[config.mk]
export PLATFORM = sky130hd
export DESIGN_NAME = ysyx_22040365_ifu_flat
export DESIGN_NICKNAME = d
export VERILOG_FILES = /design/src/rtl/ysyx_22040365_ifu_if.sv /design/src/rtl/ysyx_22040365_ifu.sv /design/src/flat_wrapper.sv
export SDC_FILE = /design/constraint.sdc
export NUM_CORES = 1
export LEC_CHECK = 0
export CAP_MARGIN = 30
export CELL_PAD_IN_SITES_DETAIL_PLACEMENT = 0
export CELL_PAD_IN_SITES_GLOBAL_PLACEMENT = 1
export CORE_MARGIN = 3
export CORE_UTILIZATION = 33
export CTS_CLUSTER_DIAMETER = 60
export DETAILED_ROUTE_END_ITERATION = 10
export PLACE_DENSITY_LB_ADDON = 0.1
export SETUP_SLACK_MARGIN = 0.15
export SLEW_MARGIN = 0
export SYNTH_ARGS = -nofsm -noshare
export SYNTH_HDL_FRONTEND = slang
export SYNTH_SLANG_ARGS = --single-unit
[constraint.sdc]
create_clock -name clk -period 3 [get_ports clk]
set_input_delay 0.3 -clock clk [delete_from_list [all_inputs] [get_ports clk]]
set_output_delay 0.3 -clock clk [all_outputs]
set_load 0.1 [all_outputs]
[src/rtl/ysyx_22040365_ifu_if.sv]
// Fetch-unit bus bundle: memory request/response, the instruction handoff to decode, and the execute redirect.
// Ports: master = fetch unit (drives the request and the instruction), slave = environment (memory, decode, execute).
// Widths follow ADDR_W (PC/address) and MEM_DW (memory data); they must match the fetch unit's parameters.
interface ysyx_22040365_ifu_if #(
    parameter int ADDR_W = 64,
    parameter int MEM_DW = 64
);
    logic              mem_req_valid;
    logic              mem_req_ready;
    logic [ADDR_W-1:0] mem_req_addr;
    logic              mem_resp_valid;
    logic [MEM_DW-1:0] mem_resp_data;
    logic              inst_valid;
    logic              inst_ready;
    logic [31:0]       inst;
    logic [ADDR_W-1:0] inst_pc;
    logic              redirect_valid;
    logic [ADDR_W-1:0] redirect_pc;

    modport master (
        output mem_req_valid, mem_req_addr, inst_valid, inst, inst_pc,
        input  mem_req_ready, mem_resp_valid, mem_resp_data, inst_ready,
               redirect_valid, redirect_pc
    );

    modport slave (
        input  mem_req_valid, mem_req_addr, inst_valid, inst, inst_pc,
        output mem_req_ready, mem_resp_valid, mem_resp_data, inst_ready,
               redirect_valid, redirect_pc
    );
endinterface

[src/rtl/ysyx_22040365_ifu.sv]
// Instruction fetch unit: owns the PC, issues one memory read at a time, hands the 32-bit word plus its PC to decode.
// Latency: request accepted cycle N, response N+1, inst_valid N+2; a zero-wait memory gives one instruction per 3 cycles.
// Backpressure: the instruction is held stable until decode takes it; no new request is issued while it is held.
// Ports: clk, rst (synchronous, active-low), bus (ysyx_22040365_ifu_if.master).
// Optional: define YSYX_22040365_IFU_MISALIGN_EN to add output fetch_misalign and a FAULT state on misaligned redirects.
module ysyx_22040365_ifu #(
    parameter int                ADDR_W   = 64,
    parameter int                MEM_DW   = 64,
    parameter logic [ADDR_W-1:0] RESET_PC = ADDR_W'(64'h0000_0000_8000_0000)
) (
    input  logic                       clk,
    input  logic                       rst,
    ysyx_22040365_ifu_if.master        bus
`ifdef YSYX_22040365_IFU_MISALIGN_EN
    ,
    output logic                       fetch_misalign
`endif
);

    typedef enum logic [1:0] {
        ST_REQ   = 2'd0,
        ST_WAIT  = 2'd1,
        ST_HOLD  = 2'd2
`ifdef YSYX_22040365_IFU_MISALIGN_EN
        ,
        ST_FAULT = 2'd3
`endif
    } state_t;

    state_t            state_q, state_d;
    logic [ADDR_W-1:0] pc_q, pc_d;
    logic [ADDR_W-1:0] inst_pc_q, inst_pc_d;
    logic [31:0]       inst_q, inst_d;
    logic [31:0]       resp_word;
    logic              drop_q, drop_d;
    logic              req_vld_q, req_vld_d;
    logic              inst_vld_q, inst_vld_d;
    logic              req_fire;
    logic              redir_ok;

    assign req_fire = req_vld_q & bus.mem_req_ready;

`ifdef YSYX_22040365_IFU_MISALIGN_EN
    logic misalign_q, misalign_d;
    logic redir_bad;

    assign redir_bad      = bus.redirect_valid & (bus.redirect_pc[1:0] != 2'b00);
    assign redir_ok       = bus.redirect_valid & ~redir_bad;
    assign fetch_misalign = misalign_q;
`else
    // Low PC bits are not checked here; the word select below only looks at pc[2].
    assign redir_ok = bus.redirect_valid;
`endif

    // A 64-bit memory returns the whole aligned doubleword; pc[2] picks the half.
    generate
        if (MEM_DW == 64) begin : g_dw64
            assign bus.mem_req_addr = {pc_q[ADDR_W-1:3], 3'b000};
            assign resp_word        = pc_q[2] ? bus.mem_resp_data[63:32] : bus.mem_resp_data[31:0];
        end else begin : g_dw32
            assign bus.mem_req_addr = pc_q;
            assign resp_word        = bus.mem_resp_data[31:0];
        end
    endgenerate

    always_comb begin
        state_d    = state_q;
        pc_d       = pc_q;
        drop_d     = drop_q;
        inst_vld_d = inst_vld_q;
        inst_d     = inst_q;
        inst_pc_d  = inst_pc_q;
`ifdef YSYX_22040365_IFU_MISALIGN_EN
        misalign_d = 1'b0;
`endif

        case (state_q)
            ST_REQ: begin
                // A request accepted together with a redirect fetches the stale
                // address, so its response must be thrown away.
                if (req_fire) begin
                    state_d = ST_WAIT;
                    drop_d  = redir_ok;
                end
                if (redir_ok) begin
                    pc_d = bus.redirect_pc;
                end
            end
            ST_WAIT: begin
                if (bus.mem_resp_valid) begin
                    if (drop_q || redir_ok) begin
                        state_d = ST_REQ;
                        drop_d  = 1'b0;
                        if (redir_ok) begin
                            pc_d = bus.redirect_pc;
                        end
                    end else begin
                        inst_d     = resp_word;
                        inst_pc_d  = pc_q;
                        inst_vld_d = 1'b1;
                        state_d    = ST_HOLD;
                    end
                end else if (redir_ok) begin
                    drop_d = 1'b1;
                    pc_d   = bus.redirect_pc;
                end
            end
            ST_HOLD: begin
                // Redirect wins over a same-cycle decode handshake.
                if (redir_ok) begin
                    pc_d       = bus.redirect_pc;
                    inst_vld_d = 1'b0;
                    state_d    = ST_REQ;
                end else if (bus.inst_ready) begin
                    pc_d       = pc_q + ADDR_W'(4);
                    inst_vld_d = 1'b0;
                    state_d    = ST_REQ;
                end
            end
`ifdef YSYX_22040365_IFU_MISALIGN_EN
            ST_FAULT: begin
                if (redir_ok) begin
                    pc_d    = bus.redirect_pc;
                    state_d = ST_REQ;
                end
            end
`endif
            default: begin
                state_d = ST_REQ;
            end
        endcase

`ifdef YSYX_22040365_IFU_MISALIGN_EN
        // A misaligned target parks the unit from any state; any response
        // still in flight is simply ignored since FAULT is not WAIT.
        if (redir_bad) begin
            pc_d       = bus.redirect_pc;
            state_d    = ST_FAULT;
            drop_d     = 1'b0;
            inst_vld_d = 1'b0;
        end
        misalign_d = (state_d == ST_FAULT);
`endif

        // Registered request valid: it is low on the first cycle after reset
        // and tracks the state being REQ thereafter.
        req_vld_d = (state_d == ST_REQ);
    end

    always_ff @(posedge clk) begin
        if (!rst) begin
            state_q    <= ST_REQ;
            pc_q       <= RESET_PC;
            drop_q     <= 1'b0;
            req_vld_q  <= 1'b0;
            inst_vld_q <= 1'b0;
            inst_q     <= 32'h0;
            inst_pc_q  <= RESET_PC;
`ifdef YSYX_22040365_IFU_MISALIGN_EN
            misalign_q <= 1'b0;
`endif
        end else begin
            state_q    <= state_d;
            pc_q       <= pc_d;
            drop_q     <= drop_d;
            req_vld_q  <= req_vld_d;
            inst_vld_q <= inst_vld_d;
            inst_q     <= inst_d;
            inst_pc_q  <= inst_pc_d;
`ifdef YSYX_22040365_IFU_MISALIGN_EN
            misalign_q <= misalign_d;
`endif
        end
    end

    assign bus.mem_req_valid = req_vld_q;
    assign bus.inst_valid    = inst_vld_q;
    assign bus.inst          = inst_q;
    assign bus.inst_pc       = inst_pc_q;

endmodule
[src/flat_wrapper.sv]
// flat-port wrapper written by rule: the top's interface ports become plain ports
module ysyx_22040365_ifu_flat 
#(
    parameter int                ADDR_W   = 64,
    parameter int                MEM_DW   = 64,
    parameter logic [ADDR_W-1:0] RESET_PC = ADDR_W'(64'h0000_0000_8000_0000)
)
  (clk, rst, bus_mem_req_valid, bus_mem_req_addr, bus_inst_valid, bus_inst, bus_inst_pc, bus_mem_req_ready, bus_mem_resp_valid, bus_mem_resp_data, bus_inst_ready, bus_redirect_valid, bus_redirect_pc);
  ysyx_22040365_ifu_if #(.ADDR_W(ADDR_W), .MEM_DW(MEM_DW)) bus_i ();
  input  logic clk;
  input  logic rst;
  output wire logic [$bits(bus_i.mem_req_valid)-1:0] bus_mem_req_valid;
  output wire logic [$bits(bus_i.mem_req_addr)-1:0] bus_mem_req_addr;
  output wire logic [$bits(bus_i.inst_valid)-1:0] bus_inst_valid;
  output wire logic [$bits(bus_i.inst)-1:0] bus_inst;
  output wire logic [$bits(bus_i.inst_pc)-1:0] bus_inst_pc;
  input wire logic [$bits(bus_i.mem_req_ready)-1:0] bus_mem_req_ready;
  input wire logic [$bits(bus_i.mem_resp_valid)-1:0] bus_mem_resp_valid;
  input wire logic [$bits(bus_i.mem_resp_data)-1:0] bus_mem_resp_data;
  input wire logic [$bits(bus_i.inst_ready)-1:0] bus_inst_ready;
  input wire logic [$bits(bus_i.redirect_valid)-1:0] bus_redirect_valid;
  input wire logic [$bits(bus_i.redirect_pc)-1:0] bus_redirect_pc;
  assign bus_mem_req_valid = bus_i.mem_req_valid;
  assign bus_mem_req_addr = bus_i.mem_req_addr;
  assign bus_inst_valid = bus_i.inst_valid;
  assign bus_inst = bus_i.inst;
  assign bus_inst_pc = bus_i.inst_pc;
  assign bus_i.mem_req_ready = bus_mem_req_ready;
  assign bus_i.mem_resp_valid = bus_mem_resp_valid;
  assign bus_i.mem_resp_data = bus_mem_resp_data;
  assign bus_i.inst_ready = bus_inst_ready;
  assign bus_i.redirect_valid = bus_redirect_valid;
  assign bus_i.redirect_pc = bus_redirect_pc;
  ysyx_22040365_ifu #(.ADDR_W(ADDR_W), .MEM_DW(MEM_DW), .RESET_PC(RESET_PC)) u_core (.clk(clk), .rst(rst), .bus(bus_i));
endmodule
==> results of run 1 <==
==> worst max path at each step <==
| stage | startpoint | to | slack [ps] | cells past startpoint |
|---|---|---|---|---|
| detailed placement | bus_redirect_valid | u_core.pc_q[57] | 340 | 6 |
| floorplan | u_core.pc_q[15] | u_core.pc_q[63] | 540 | 7 |
| finish | u_core.pc_q[3] | u_core.pc_q[38] | 330 | 7 |
| global route | u_core.pc_q[3] | u_core.pc_q[38] | 150 | 7 |
| CTS | u_core.pc_q[8] | u_core.pc_q[63] | 320 | 5 |
| global placement | bus_redirect_valid | u_core.pc_q[57] | 380 | 6 |
==> kinds of logic (layout without fill, tap and decap cells) <==
| logic type | count (synthesis) | in the layout | synth area share |
|---|---|---|---|
| muxes | 52 | 52 | 0.0592 |
| other | 1 | 3 | 0.000424 |
| AOI/OAI and AO/OA | 259 | 259 | 0.193 |
| adders and majority gates | 1 | 1 | 0.00142 |
| DFF | 165 | 165 | 0.374 |
| buffers and inverters | 169 | 376 | 0.104 |
| and+or+nand+nor | 493 | 493 | 0.269 |
==> cell type report <==
cell class / count / area share
Sequential cell: 165 / 0.275
Multi-Input combinational cell: 808 / 0.388
Tap cell: 335 / 0.0349
Timing Repair Buffer: 340 / 0.251
Clock buffer: 18 / 0.0366
Inverter: 4 / 0.00146
Clock inverter: 14 / 0.0125
==> metrics by stage <==
stage	setup slack, ps	instances	area [sq um]
floorplan	540	1142	8850
global placement	384	1652	11400
detailed placement	339	1652	11400
CTS	321	1684	12000
global route	152	1684	12000
finish	325	1684	12000
==> layout by cell type (no fill, tap or decap), types with 6 or more instances in the layout <==
master           netlist  layout
nand4_1               32      32
mux2i_1               50      50
o2bb2ai_1              7       7
nand2_1              215     215
and3_1                20      20
nor3_1                14      13
dfxtp_1              165     164
or3_1                 10       9
o22ai_1               11      11
a21oi_1               96      95
clkbuf_16              0      17
inv_6                  0       8
and4_1                 7       7
a22oi_1               10      10
o211ai_1               8       8
and2_1                 7       7
o221a_2                7       7
nor4_1                22      22
nor2_1                72      72
clkdlybuf4s50_1        0     166
nor2b_1               10      10
a211oi_1              34      34
buf_4                 65     169
o21a_1                 6       6
nand3_1               47      46
o21ai_0               22      22
or4_1                  9       9
a31oi_1               14      14
==> registers in the layout (all words and copies together) (netlist names) <==
signal                    count
u_core.state_q                2
u_core.bus.mem_req_valid      1
u_core.bus.inst              32
u_core.bus.inst_pc           64
u_core.pc_q                  64
u_core.drop_q                 1
u_core.bus.inst_valid         1
==> layer usage <==
layer,vias to the layer above,part of all wire,track usage
met5,-,0.00041,0
met4,2,0.015,0.0530
met1,4228,0.45,0.289
met2,343,0.46,0.346
met3,29,0.079,0.0564
li1,4428,-,-
==> power groups by stage <==
| stage | registers, uW | logic (uW) | clock network, uW |
|---|---|---|---|
| CTS | 2370 | 1200 | 2340 |
| floorplan | 2500 | 738 | 0 |
| detailed placement | 2420 | 1200 | 0 |
| finish | 2370 | 1190 | 2270 |
| global route | 2380 | 1250 | 2430 |
| global placement | 2410 | 1190 | 0 |
==> critical path, stage by stage, from the launching register on <==
cell,delay [ps]
dfxtp_1,440
ha_1,220
nand3_1,260
or4_1,590
buf_4,220
or3_1,390
or3_1,310
a31oi_1,160
==> results list, run 1 <==
- Type of element capturing the critical path: flop
- In this run the cell area of the synthesized design comes to 8840 sq um.
- Beginning of the worst register-to-register path: u_core.pc_q[3]
* Remaining antenna violation count after routing: 0
- Setup violations remaining at the end of the flow were counted as 0.
* Storage element area: 3300 sq um
- For this run, the detailed router's first-pass iteration total came to 5.
- Hold Vio Cnt, Final: 0
- The tightest min-delay check is of the input port to flop type.
- RSZ-0062 raised after global routing: no
* Maximum clock frequency: 374 MHz
- Routability-driven placement congestion ratio: 0.821
* Transition time of the tightest slew-check pin: 993 ps
* FFs w/ async S/R, synth: 0
- Worst reg2reg endpoint: u_core.pc_q[38]
* Number of H-tree branching levels: 4
* Comb power frac: 0.204
- Measured along the y axis, the die boundary spans 170 microns.
- Vias in the first global route: 8,544
- DRC marker count from the first detailed-route iteration: 635
- Count of antenna diodes in the layout: 0
- Summed over all nets, the half-perimeter wirelength after detailed placement is 23.0 mm.
* Number of standard cells after synthesis: 1,140
- In the final layout, the share of cells above drive strength 1 is 0.176.
* Critical Path Source Type: flop
* Number of clock sinks: 165
- Max-slew violations: 0
- At the end of the flow the core is filled with cells to 0.458.
- For the worst setup path, the data arrival time is 3020 ps.
- In this run the tightest slew margin relative to its limit is 0.336.
- Initial cell density of the core: 0.337
- Across the routed clock network, the largest skew measured is 12.7 ps.
* Critical hold path startpoint: rst
* Clock buffer count from CTS: 17
- Yosys reg bits: 165
- Peak ir drop on the vdd network: 280 uV
- CTS Root Buffer Type: clkbuf_16
- Maximum fanout along the worst path: 17
- Worst Hold Path EP: u_core.bus.inst_pc[60]
* Area enclosed by the die boundary: 28,800 sq um
* Worst reg2reg path depth: 7
- Count of flip-flops with a built-in enable after synthesis: 0
- For this run, the leading register cell type out of synthesis is dfxtp_1.
- The design draws 5830 uW.
- Number of remaining DRC errors: 0
- The initialized floorplan defines 59 standard-cell rows.
- FILL cells: 2,706
- Summing all multi-input logic gate instances after layout gives 4660 sq um.
- GR Overflow Total: 0
- The initial antenna violation count came to 1.
* Hold Buf Count CTS: 0
- Core Footprint: 26,200 sq um
- Hold Path Cell Cnt: 3
* Main area contributors after synthesis: dfxtp_1 (37%), nand2_1 (9.1%), mux2i_1 (5.7%), buf_4 (5.5%), a21oi_1 (5.4%)
- Wire length of the first global-routing pass: 49.4 mm
- The flow ran to the end, and the final reports show no timing, DRC or antenna violations.
- Synth top area share: 0.374
- Routed vias: 9,030
* Mean routed wirelength per cell: 19.0 microns
* CTS-repair resized insts: 0
- TritonCTS clock tree: done
* Setup repair bufs after CTS: 0
* Sequential element share of the synthesized area: 0.374
- Number of nets at the end of the flow: 1,471
* Count of input and output buffers: 292
- Global Route Usage Sum: 0.215
- Data on the critical path is required at its endpoint by 3350 ps.
- Setup slack of the worst register-to-register path: 330 ps
- Clock Pin Slew Worst Setup and Hold Paths: 70 ps
- Entering global routing, the biggest net connects 130 pins.
- Syn Area/Cell: 7.75 sq um
- Minimum period implied by the final worst setup slack: 2670 ps
* Net switching power of the design: 1970 uW
- Part of the cycle the worst path needs: 0.892
* Chip Width: 170 microns
* Count of max-cap constraint violations: 0
- The critical path in this run is classified as flop to flop.
* Pwr per Cell Area: 485 nW/um^2
- Of the total power, the share spent switching nets is 0.337.
- Hold timing on the final database bottoms out at a slack of 267 ps.
- The number of different library cells used by synthesis comes to 67.
* Maximum buffer depth of the clock tree: 2
* Total Negative Setup Slacks: 0 ps
- Yosys warns: 0
- Most instantiated cells after synthesis: nand2_1 (215), dfxtp_1 (165), a21oi_1 (96), clkbuf_1 (88), nor2_1 (72)
- Total leakage power: 0.00439 uW
- During I/O placement, the number of pins put on the boundary was 296.
- The share of total power dissipated in the clock network is 0.390.
- Internal power: 3860 uW
- Worst-Skew Late Latency: 430 ps
* Most frequent cell after synthesis: nand2_1
* Synth-to-layout area growth: 35.8%
* Part of the total power dissipated in sequential elements: 0.406
- Library cell with the largest summed area after synthesis: dfxtp_1
* Via/cell ratio: 5.36
* Detailed Route WL: 32.1 mm
Power figures use the tool's default switching activity.
==> run 2: changes to the inputs <==
Settings changed: CAP_MARGIN 30 to 20.
==> results of run 2 <==
Same layout as run 1: the final DEF is identical, and so are final timing and power.
